==> src/rtl/logic_op_pkg.sv <==
// Shared opcode and FSM state encodings for the logic operation arbiter.
package logic_op_pkg;

    localparam logic [1:0] OP_AND  = 2'b00;
    localparam logic [1:0] OP_OR   = 2'b01;
    localparam logic [1:0] OP_XOR  = 2'b10;
    localparam logic [1:0] OP_RSVD = 2'b11;

    typedef enum logic [1:0] {
        ST_IDLE = 2'd0,
        ST_EXEC = 2'd1,
        ST_DONE = 2'd2
    } state_t;

endpackage

==> src/rtl/logic_unit.sv <==
// Shared bitwise datapath: AND / OR / XOR, reserved opcode yields zero and bad_op.
// Latency: purely combinational.
// Backpressure: none, evaluates every cycle.
module logic_unit
    import logic_op_pkg::*;
#(
    parameter int WIDTH = 8
) (
    input  logic [WIDTH-1:0] a,
    input  logic [WIDTH-1:0] b,
    input  logic [1:0]       op,
    output logic [WIDTH-1:0] y,
    output logic             bad_op
);

    always_comb begin
        y      = '0;
        bad_op = 1'b0;
        case (op)
            OP_AND:  y = a & b;
            OP_OR:   y = a | b;
            OP_XOR:  y = a ^ b;
            default: bad_op = 1'b1;
        endcase
    end

endmodule

==> src/rtl/logic_op_arbiter.sv <==
// Time-shares one logic_unit among NREQ requesters; LOGIC_ARB_RR_EN selects round-robin, else fixed priority.
// Latency: grant 1 cycle after req is sampled, done/result 2 cycles after, 3-cycle service per operation.
// Backpressure: requesters hold req until their done pulse; non-granted requests wait for the next IDLE cycle.
module logic_op_arbiter
    import logic_op_pkg::*;
#(
    parameter int NREQ  = 4,
    parameter int WIDTH = 8
) (
    input  logic                  clk,
    input  logic                  rst_n,
    input  logic [NREQ-1:0]       req,
    input  logic [2*NREQ-1:0]     op,
    input  logic [WIDTH*NREQ-1:0] a,
    input  logic [WIDTH*NREQ-1:0] b,
    output logic [NREQ-1:0]       gnt,
    output logic [NREQ-1:0]       done,
    output logic [WIDTH-1:0]      result,
    output logic                  err,
    output logic                  busy
);

    localparam int IDXW = (NREQ > 1) ? $clog2(NREQ) : 1;

    state_t            state;
    state_t            state_nxt;
    logic [IDXW-1:0]   pick;
    logic              take;
    logic [NREQ-1:0]   gnt_q;
    logic [1:0]        op_q;
    logic [WIDTH-1:0]  a_q;
    logic [WIDTH-1:0]  b_q;
    logic [WIDTH-1:0]  y;
    logic              bad_op;
    logic [WIDTH-1:0]  result_q;
    logic              err_q;

    assign take = (state == ST_IDLE) && (|req);

`ifdef LOGIC_ARB_RR_EN
    logic [IDXW-1:0] last_gnt;
    logic [IDXW-1:0] cand;
    logic            found;

    // Scan starts one past the previous winner so every requester gets a turn.
    always_comb begin
        pick  = '0;
        cand  = '0;
        found = 1'b0;
        for (int k = 1; k <= NREQ; k++) begin
            cand = IDXW'((int'(last_gnt) + k) % NREQ);
            if (!found && req[cand]) begin
                pick  = cand;
                found = 1'b1;
            end
        end
    end

    always_ff @(posedge clk or negedge rst_n) begin
        if (!rst_n) begin
            last_gnt <= IDXW'(NREQ - 1);
        end else if (take) begin
            last_gnt <= pick;
        end
    end
`else
    always_comb begin
        pick = '0;
        for (int k = NREQ - 1; k >= 0; k--) begin
            if (req[k]) pick = IDXW'(k);
        end
    end
`endif

    logic_unit #(.WIDTH(WIDTH)) u_logic_unit (
        .a      (a_q),
        .b      (b_q),
        .op     (op_q),
        .y      (y),
        .bad_op (bad_op)
    );

    always_ff @(posedge clk or negedge rst_n) begin
        if (!rst_n) begin
            state <= ST_IDLE;
        end else begin
            state <= state_nxt;
        end
    end

    always_comb begin
        state_nxt = state;
        case (state)
            ST_IDLE: if (|req) state_nxt = ST_EXEC;
            ST_EXEC: state_nxt = ST_DONE;
            ST_DONE: state_nxt = ST_IDLE;
            default: state_nxt = ST_IDLE;
        endcase
    end

    // Operands are captured at the grant edge; the requester's inputs are ignored afterwards.
    always_ff @(posedge clk or negedge rst_n) begin
        if (!rst_n) begin
            gnt_q    <= '0;
            op_q     <= '0;
            a_q      <= '0;
            b_q      <= '0;
            result_q <= '0;
            err_q    <= 1'b0;
        end else begin
            if (take) begin
                gnt_q <= NREQ'(1) << pick;
                op_q  <= op[2*pick +: 2];
                a_q   <= a[WIDTH*pick +: WIDTH];
                b_q   <= b[WIDTH*pick +: WIDTH];
            end
            if (state == ST_EXEC) begin
                result_q <= y;
            end
            err_q <= (state == ST_EXEC) && bad_op;
        end
    end

    always_comb begin
        busy   = (state != ST_IDLE);
        gnt    = busy ? gnt_q : '0;
        done   = (state == ST_DONE) ? gnt_q : '0;
        result = result_q;
        err    = err_q;
    end

endmodule

==> config.mk <==
export PLATFORM = sky130hd
export DESIGN_NAME = logic_op_arbiter
export DESIGN_NICKNAME = d
export VERILOG_FILES = /design/src/rtl/logic_op_pkg.sv /design/src/rtl/logic_unit.sv /design/src/rtl/logic_op_arbiter.sv
export SDC_FILE = /design/constraint.sdc
export NUM_CORES = 1
export LEC_CHECK = 0
export CAP_MARGIN = 0
export CORE_MARGIN = 10
export CORE_UTILIZATION = 45
export CTS_BUF_LIST = sky130_fd_sc_hd__clkbuf_8
export DETAILED_ROUTE_END_ITERATION = 10
export HOLD_SLACK_MARGIN = 0.05
export PLACE_DENSITY = 0.9
export SLEW_MARGIN = 20
export SYNTH_ARGS = -nofsm -noshare
export SYNTH_HDL_FRONTEND = slang
export SYNTH_SLANG_ARGS = --single-unit
==> constraint.sdc <==
create_clock -name clk -period 2 [get_ports clk]
set_clock_uncertainty 0.2 [all_clocks]
set_input_delay 0.3 -clock clk [delete_from_list [all_inputs] [get_ports clk]]
set_output_delay 0.3 -clock clk [all_outputs]
set_load 0.01 [all_outputs]
; After elaboration in Yosys (flattened, before gate mapping)
; Cells that the tools add are included.
[op_classes]
n_eq_ne = 5
shifts = 4
n_mux = 10
bitwise_logic = 3
reduce_logical = 7
[op_table]
columns = operator, count
row1 = 32-bit by 6-bit indexed part select with 8-bit output, 2
row2 = 8-bit one-hot mux with 3 select lines, 1
row3 = 2-bit two-way mux, 5
row4 = 8-bit AND, 1
row5 = 4-bit two-way mux, 2
row6 = 8-bit OR, 1
row7 = 8-bit by 4-bit indexed part select with 2-bit output, 1
row8 = 8-bit XOR, 1
row9 = 2-bit by 1-bit equality test with 1-bit output (second input constant), 2
row10 = 2-bit equality test (second input constant), 2
row11 = 2-bit zero test, 2
row12 = 2-bit one-hot mux with 2 select lines, 1
row13 = 4-bit OR reduction, 1
row14 = 1-bit by 2-bit << shifter with 4-bit output (first input constant), 1
row15 = 3-bit OR reduction, 1
row16 = 1-bit logical AND, 2
row17 = 2-bit by 1-bit inequality test with 1-bit output (second input constant), 1
row18 = 2-bit nonzero test, 1
row19 = 1-bit two-way mux, 1
[totals]
register_bits = 33
in_bits = 78
out_inout_bits = 18
wordCells = 36

; Logic depth before layout (Yosys ltp)
; Gate-level depths: netlist (run 1).
[depth]
ltp_word = 5
depth_mapped = 6

; Cells and area by module
; From an unflattened synthesis (run 1), not the netlist that was laid out.
[unflattened]
cells_unflattened = 269
hier_area_um2 = 2436.1
[by_module_without_submodules]
columns = mod, instances, cells_per_inst, area_per_inst_um2
row1 = logic_op_arbiter, 1, 216, 1944.4
row2 = logic_unit, 1, 53, 491.7

; Least setup slack after synthesis (run 1)
; OpenSTA, ideal clock, no wires.
[synth_timing]
path_type = input -> register
start = input req[2]
end = register gnt_q[1]
setup_ns = 0.125
t_arrival_ns = 1.463
t_required_ns = 1.675
setup_slack_ns = 0.212
stages = 6
cell_sequence = or4_4 > buf_6 > nand2_2 > inv_2 > buf_6 > mux2_4
[synth_via]
elab_chain_cells = 4
[synth_lines]
columns = element, line
row1 = start: declaration, logic_op_arbiter.sv:12  ; input logic [NREQ-1:0] req,
row2 = 2-bit two-way mux (3 in a row), logic_op_arbiter.sv:70  ; if (req[k]) pick = IDXW'(k);
row3 = 1-bit by 2-bit << shifter with 4-bit output, logic_op_arbiter.sv:112  ; gnt_q <= NREQ'(1) << pick;
row4 = end signal: assignment, logic_op_arbiter.sv:112
row5 = end: declaration, logic_op_arbiter.sv:29  ; logic [NREQ-1:0] gnt_q;
; Parallel ways exist; a longest one is shown, timed or not.
; A chain may end at the register's enable or synchronous reset.

; Worst setup path after layout (run 1)
[layout_timing]
start = register state[1]
end = output done[3]
[layout_via]
elab_chain_cells = 2
[layout_lines]
columns = element, line
row1 = start: declaration, logic_op_arbiter.sv:25  ; state_t state;
row2 = start signal: assignment, logic_op_arbiter.sv:87  ; state <= state_nxt;
row3 = 2-bit equality test, logic_op_arbiter.sv:127  ; done = (state == ST_DONE) ? gnt_q : '0;
row4 = 4-bit two-way mux, logic_op_arbiter.sv:127
row5 = end: declaration, logic_op_arbiter.sv:17  ; output logic [NREQ-1:0] done,
; Every way passes these cells.

==> results of run 1 <==
[path summary, 6_finish.rpt]
path | start | endpoint | cells past startpoint
worst max-delay path | state[1] | done[3] | 4
worst min-delay path | rst_n | result[6] | 2
worst max register to register | state[1] | a_q[0] | 6
worst min register to register | result[7] | result[7] | 2
max in group asynchronous | rst_n | b_q[1] | 2
min in group clk | result[7] | result[7] | 2
[through the flow]
step                      TNS [ps]  cell area (um^2)  setup WS (ps)
after floorplan                  0              2337          211.6
after global placement      -333.0              3369         -21.91
after detailed placement     -1087              3369         -90.19
after CTS                        0              3488          33.34
after global routing             0              3491          24.72
final                            0              3491          74.04
[power by group through the flow]
stage | sequential (W) | combinational [W] | clock [W]
2_1_floorplan | 0.00121 | 0.00129 | 0
3_3_place_gp | 0.00127 | 0.00191 | 0
5_1_grt | 0.00133 | 0.00229 | 0.000686
4_1_cts | 0.00128 | 0.00205 | 0.000667
3_5_place_dp | 0.00129 | 0.00205 | 0
6_report | 0.00129 | 0.00204 | 0.000655
[critical path, delay by kind of cell (launching register included)]
family,cells,cell delay [ps]
buf+inv,2,410
flops,1,400
simple gates,2,310
[cell families (layout without fill, tap and decap cells)]
family          after synthesis  after routing
flops                        33             33
compound gates               93             93
fa+ha+maj                    16             16
simple gates                 82             82
mux                           9              9
buf+inv                      42            136
[synthesized netlist by cell type (3+ instances only)]
library cell and n:
nand2_1 44, dfrtp_1 33, o21ai_0 26, a21oi_1 20, a21o_1 18, a41oi_1 18, clkbuf_1 18, inv_1 18
nand3b_1 18, ha_1 16, and2_1 8, mux2i_1 8, o22a_1 8, nor2b_1 3
[area by class of cell]
class                   count  area [um^2]  area share, %
clock buffers               6        82.58          2.366
flip-flops and latches     33        825.8          23.66
inverters                  19        71.32          2.043
clock inverters             2        33.78         0.9677
multi-input cells         200         1341          38.42
well taps                  70        87.58          2.509
repair buffers            109         1049          30.04
[sequential cells by signal, indices dropped and copies added, names as in the netlist]
name,flops
a_q,8
b_q,8
err,1
state,2
op_q,2
result,8
gnt_q,4
[what timing repair did]
item	in CTS	in global routing
setup buffers	1	0
resized for setup	10	1
setup endpoints to repair	9	1
endpoints found under the hold margin	0	0
[per-layer routing]
layer / GRT usage (%) / up-vias / wire length [um]
met1: 20.23 / 1151 / 3034
met4: 6.555 / 0 / 127
met3: 5.623 / 11 / 639
met2: 30.41 / 107 / 3759
li1: - / 1151 / -
met5: 0 / - / 0
==> flow_summary.json, run 1 <==
{
  "path_max_fanout": 3,
  "critical_path_class": "reg -> out",
  "ys_seq_area_share_pct": 35.33,
  "postCtsHoldBufs": 0,
  "syn_area_per_cell_um2": 8.499,
  "ios": 96,
  "wl_per_cell_um": 17.22,
  "setup_viol": 0,
  "die_h_um": 92.07,
  "fmax_mhz": 519.2,
  "crit_arrival_ps": 1430,
  "yosysWarnings": 0,
  "synth_xor_area_share_pct": 0,
  "status": "finished clean",
  "period_needed_ps": 1926,
  "grt_antenna_before_repair": 0,
  "power_frac_seq_pct": 32.4,
  "p_leak_nw": 1.541,
  "layout-drive-gt1-share_pct": 7.588,
  "num_antenna_cells": 0,
  "nets": 462,
  "cap_viol_max_count": 0,
  "synth_compound_area_share_pct": 26.39,
  "combPwrFrac_pct": 51.2,
  "reg2reg_slack_ps": 340,
  "drtIter0Drc": 189,
  "port_buffers": 95,
  "power.switching_w": 0.001533,
  "clkPwrFrac_pct": 16.4,
  "hpwl_um": 5957,
  "globalplace.congestion": 0.8410,
  "clockRootBuffer": "clkbuf_8",
  "post-route-util_pct": 68.79,
  "synth_mux_area_share_pct": 4.069,
  "relSlewSlack_pct": 67.03,
  "grt_util_all_layers_pct": 17.77,
  "tightest_slew_ps": 494.6,
  "finalHoldViolCount": 0,
  "grt_max_degree": 40,
  "numCtsBuffers": 5,
  "rows": 26,
  "synth_flop_cell": "dfrtp_1",
  "p_sw_share_pct": 38.46,
  "hold_ws_ps": 208.2,
  "cpMaxStageDelayCell": "dfrtp_1",
  "syn_inst": 275,
  "yosys.cell_types.count": 29,
  "cts_htree_levels": 2,
  "vias": 2420,
  "max-clock-path-buffers": 2,
  "netlist_area_mm2": 0.002337,
  "cp-end-kind": "output pin",
  "core_area_mm2": 0.005075,
  "dr.pass1.iters": 4,
  "drcViolationCount": 0,
  "power.density_mw_per_mm2": 1142,
  "ys_top_cells_by_area": "dfrtp_1, ha_1, nand2_1",
  "crit_chain": "nor2b_2 > buf_4 > and2_1 > dlygate4sd2_1",
  "cts_tree": "done",
  "synthToLayoutAreaGrowth_pct": 49.36,
  "initial_core_util_pct": 46.06,
  "power_w": 0.003986,
  "placed_cells": 430,
  "ant_nets": 0,
  "final_cells": 439,
  "p_int_w": 0.002453,
  "die_area_mm2": 0.008477,
  "start_kind": "register",
  "final_cell_mix": "clkdlybuf4s50_1, nand2_1, dfrtp_1",
  "hold_path_class": "in -> async",
  "vias_per_cell": 5.513,
  "die_w_um": 92.07,
  "slowest_delay_ps": 400,
  "synthAdderAreaFrac_pct": 8.565,
  "yosysTopAreaCellShare_pct": 35.33,
  "async_flop_share_pct": 100.0,
  "fill_cells": 433,
  "cts_sinks": 33,
  "wl_um": 7560,
  "gr-total-overflow": 0,
  "grt_pass1_vias": 2548,
  "clk_pin_slew_ps": 70,
  "critPathRequiredTime_ps": 1500,
  "maxSlewViolCount": 0,
  "rsz0062_at_grt": "false",
  "ys_seq_elements": 33,
  "yosys.area.top_type": "dfrtp_1",
  "layout_commonest_cell": "clkdlybuf4s50_1",
  "synth_edf_count": 0,
  "syn_nets": 369,
  "irDropWorstVdd_mv": 0.5393,
  "grt_pass1_wl_um": 12350,
  "synth_top_family_by_area": "compound AO/OA/AOI/OAI gates",
  "clkLatencyLatePin_ps": 290,
  "period_share_pct": 96.30,
  "synthSimpleGateAreaFrac_pct": 18.15
}
Note: power is estimated with default switching activity, not from simulation.
==> run 2, diff against run 1 <==
clock period = 1.95 ns   (was 2 ns; I/O delays follow)
==> flow_summary.json, run 2 (synthesis gave the netlist of run 1 again) <==
{
  "clkPwrFrac_pct": 16.3,
  "ios": 96,
  "vias_per_cell": 5.474,
  "crit_chain": "nor2_4 > inv_2 > and2_1 > dlygate4sd2_1",
  "grt_max_degree": 40,
  "rows": 26,
  "final_cell_mix": "clkdlybuf4s50_1, nand2_1, dfrtp_1",
  "p_leak_nw": 1.557,
  "globalplace.congestion": 0.8413,
  "period_needed_ps": 1887,
  "wl_per_cell_um": 17.58,
  "finalHoldViolCount": 0,
  "port_buffers": 95,
  "cts_tree": "done",
  "p_sw_share_pct": 38.87,
  "vias": 2403,
  "max-clock-path-buffers": 2,
  "setup_viol": 0,
  "core_area_mm2": 0.005075,
  "drcViolationCount": 0,
  "power.density_mw_per_mm2": 1181,
  "clkLatencyLatePin_ps": 290,
  "period_share_pct": 96.78,
  "die_area_mm2": 0.008477,
  "nets": 462,
  "fmax_mhz": 529.9,
  "placed_cells": 430,
  "cp-startpoint": "state[0]",
  "num_antenna_cells": 0,
  "cap_viol_max_count": 0,
  "layout-drive-gt1-share_pct": 8.130,
  "crit_family": "flip-flops",
  "rr_worst_depth": 6,
  "grt_antenna_before_repair": 0,
  "tightest_slew_ps": 480.3,
  "ant_nets": 0,
  "cts_htree_levels": 2,
  "status": "finished clean",
  "critical_path_class": "reg -> out",
  "initial_core_util_pct": 46.06,
  "grt_pass1_wl_um": 12500,
  "combPwrFrac_pct": 51.3,
  "synthToLayoutAreaGrowth_pct": 50.16,
  "worstReg2RegStart": "state[0]",
  "grt_util_all_layers_pct": 17.98,
  "relSlewSlack_pct": 67.98,
  "fin_setup_tns_ps": 0,
  "post-route-util_pct": 69.16,
  "hold_path_class": "in -> async",
  "power_frac_seq_pct": 32.4,
  "p_int_w": 0.002534,
  "cts_sinks": 33,
  "start_kind": "register",
  "die_h_um": 92.07,
  "layout_commonest_cell": "clkdlybuf4s50_1",
  "clk_pin_slew_ps": 70,
  "dr.pass1.iters": 5,
  "power.switching_w": 0.001611,
  "gr-total-overflow": 0,
  "power_w": 0.004145,
  "clockRootBuffer": "clkbuf_8",
  "postCtsHoldBufs": 0,
  "slowest_delay_ps": 440,
  "grt_pass1_vias": 2554,
  "irDropWorstVdd_mv": 0.6059,
  "critPathRequiredTime_ps": 1460,
  "final_cells": 439,
  "maxSlewViolCount": 0,
  "crit_arrival_ps": 1390,
  "reg2reg_to": "a_q[6]",
  "numCtsBuffers": 5,
  "drtIter0Drc": 170,
  "reg2reg_slack_ps": 230,
  "wl_um": 7719,
  "hpwl_um": 5995,
  "path_max_fanout": 5,
  "die_w_um": 92.07,
  "rsz0062_at_grt": "false",
  "cp.buffers_inverters": 2,
  "cpMaxStageDelayCell": "dfrtp_2",
  "cp-end-kind": "output pin"
}
[run 2: metrics by stage]
step	cell area, um^2	setup slack [ps]	hold slack (ps)
3_3_place_gp	3369	-64.41	261.8
3_5_place_dp	3369	-148.3	270.7
6_report	3510	62.72	204.1
2_1_floorplan	2337	169.1	-203.1
4_1_cts	3482	-109.4	211.6
5_1_grt	3510	24.78	245.9
[run 2: worst max path at each step]
| stage | cells past startpoint | endpoint |
|---|---|---|
| floorplan | 6 | gnt_q[1] |
| global placement | 5 | op_q[0] |
| detailed placement | 6 | b_q[6] |
| CTS | 3 | done[2] |
| global route | 4 | gnt[2] |
| finish | 4 | gnt[2] |
[run 2: layer usage]
layer  vias up  GRT usage [%]  share of wire [%]
met2       111          29.71                 49
met3        14          6.846                9.4
met5         -              0                  0
li1       1149              -                  -
met1      1129          20.31                 39
met4         0          7.584                2.0
[run 2: layout make-up]
class	instances	area, um^2
Multi-Input combinational cell	200	1351
Inverter	19	71.32
Fill cell	436	1565
Tap cell	70	87.58
Clock inverter	2	33.78
Sequential cell	33	827.0
Clock buffer	6	82.58
Timing Repair Buffer	109	1056
[run 2: repair_timing]
| action | 4_1_cts | 5_1_grt |
|---|---|---|
| resized for setup | 9 | 7 |
| setup endpoints to repair | 9 | 7 |
| pin swaps | 0 | 1 |
| setup buffers | 0 | 1 |
| endpoints found under the hold margin | 0 | 0 |
[run 2: power groups by stage]
stage	logic (W)	registers (W)	clock network, W
finish	0.00213	0.00134	0.000676
global route	0.00237	0.00138	0.000703
CTS	0.00211	0.00132	0.000683
detailed placement	0.00212	0.00132	0
global placement	0.00196	0.00131	0
floorplan	0.00132	0.00124	0
==> run 3, diff against run 2 <==
CAP_MARGIN = default   (was 0)
HOLD_SLACK_MARGIN = default   (was 0.05)
==> results of run 3 <==
No change in the layout: final DEF, timing and power equal those of run 2.
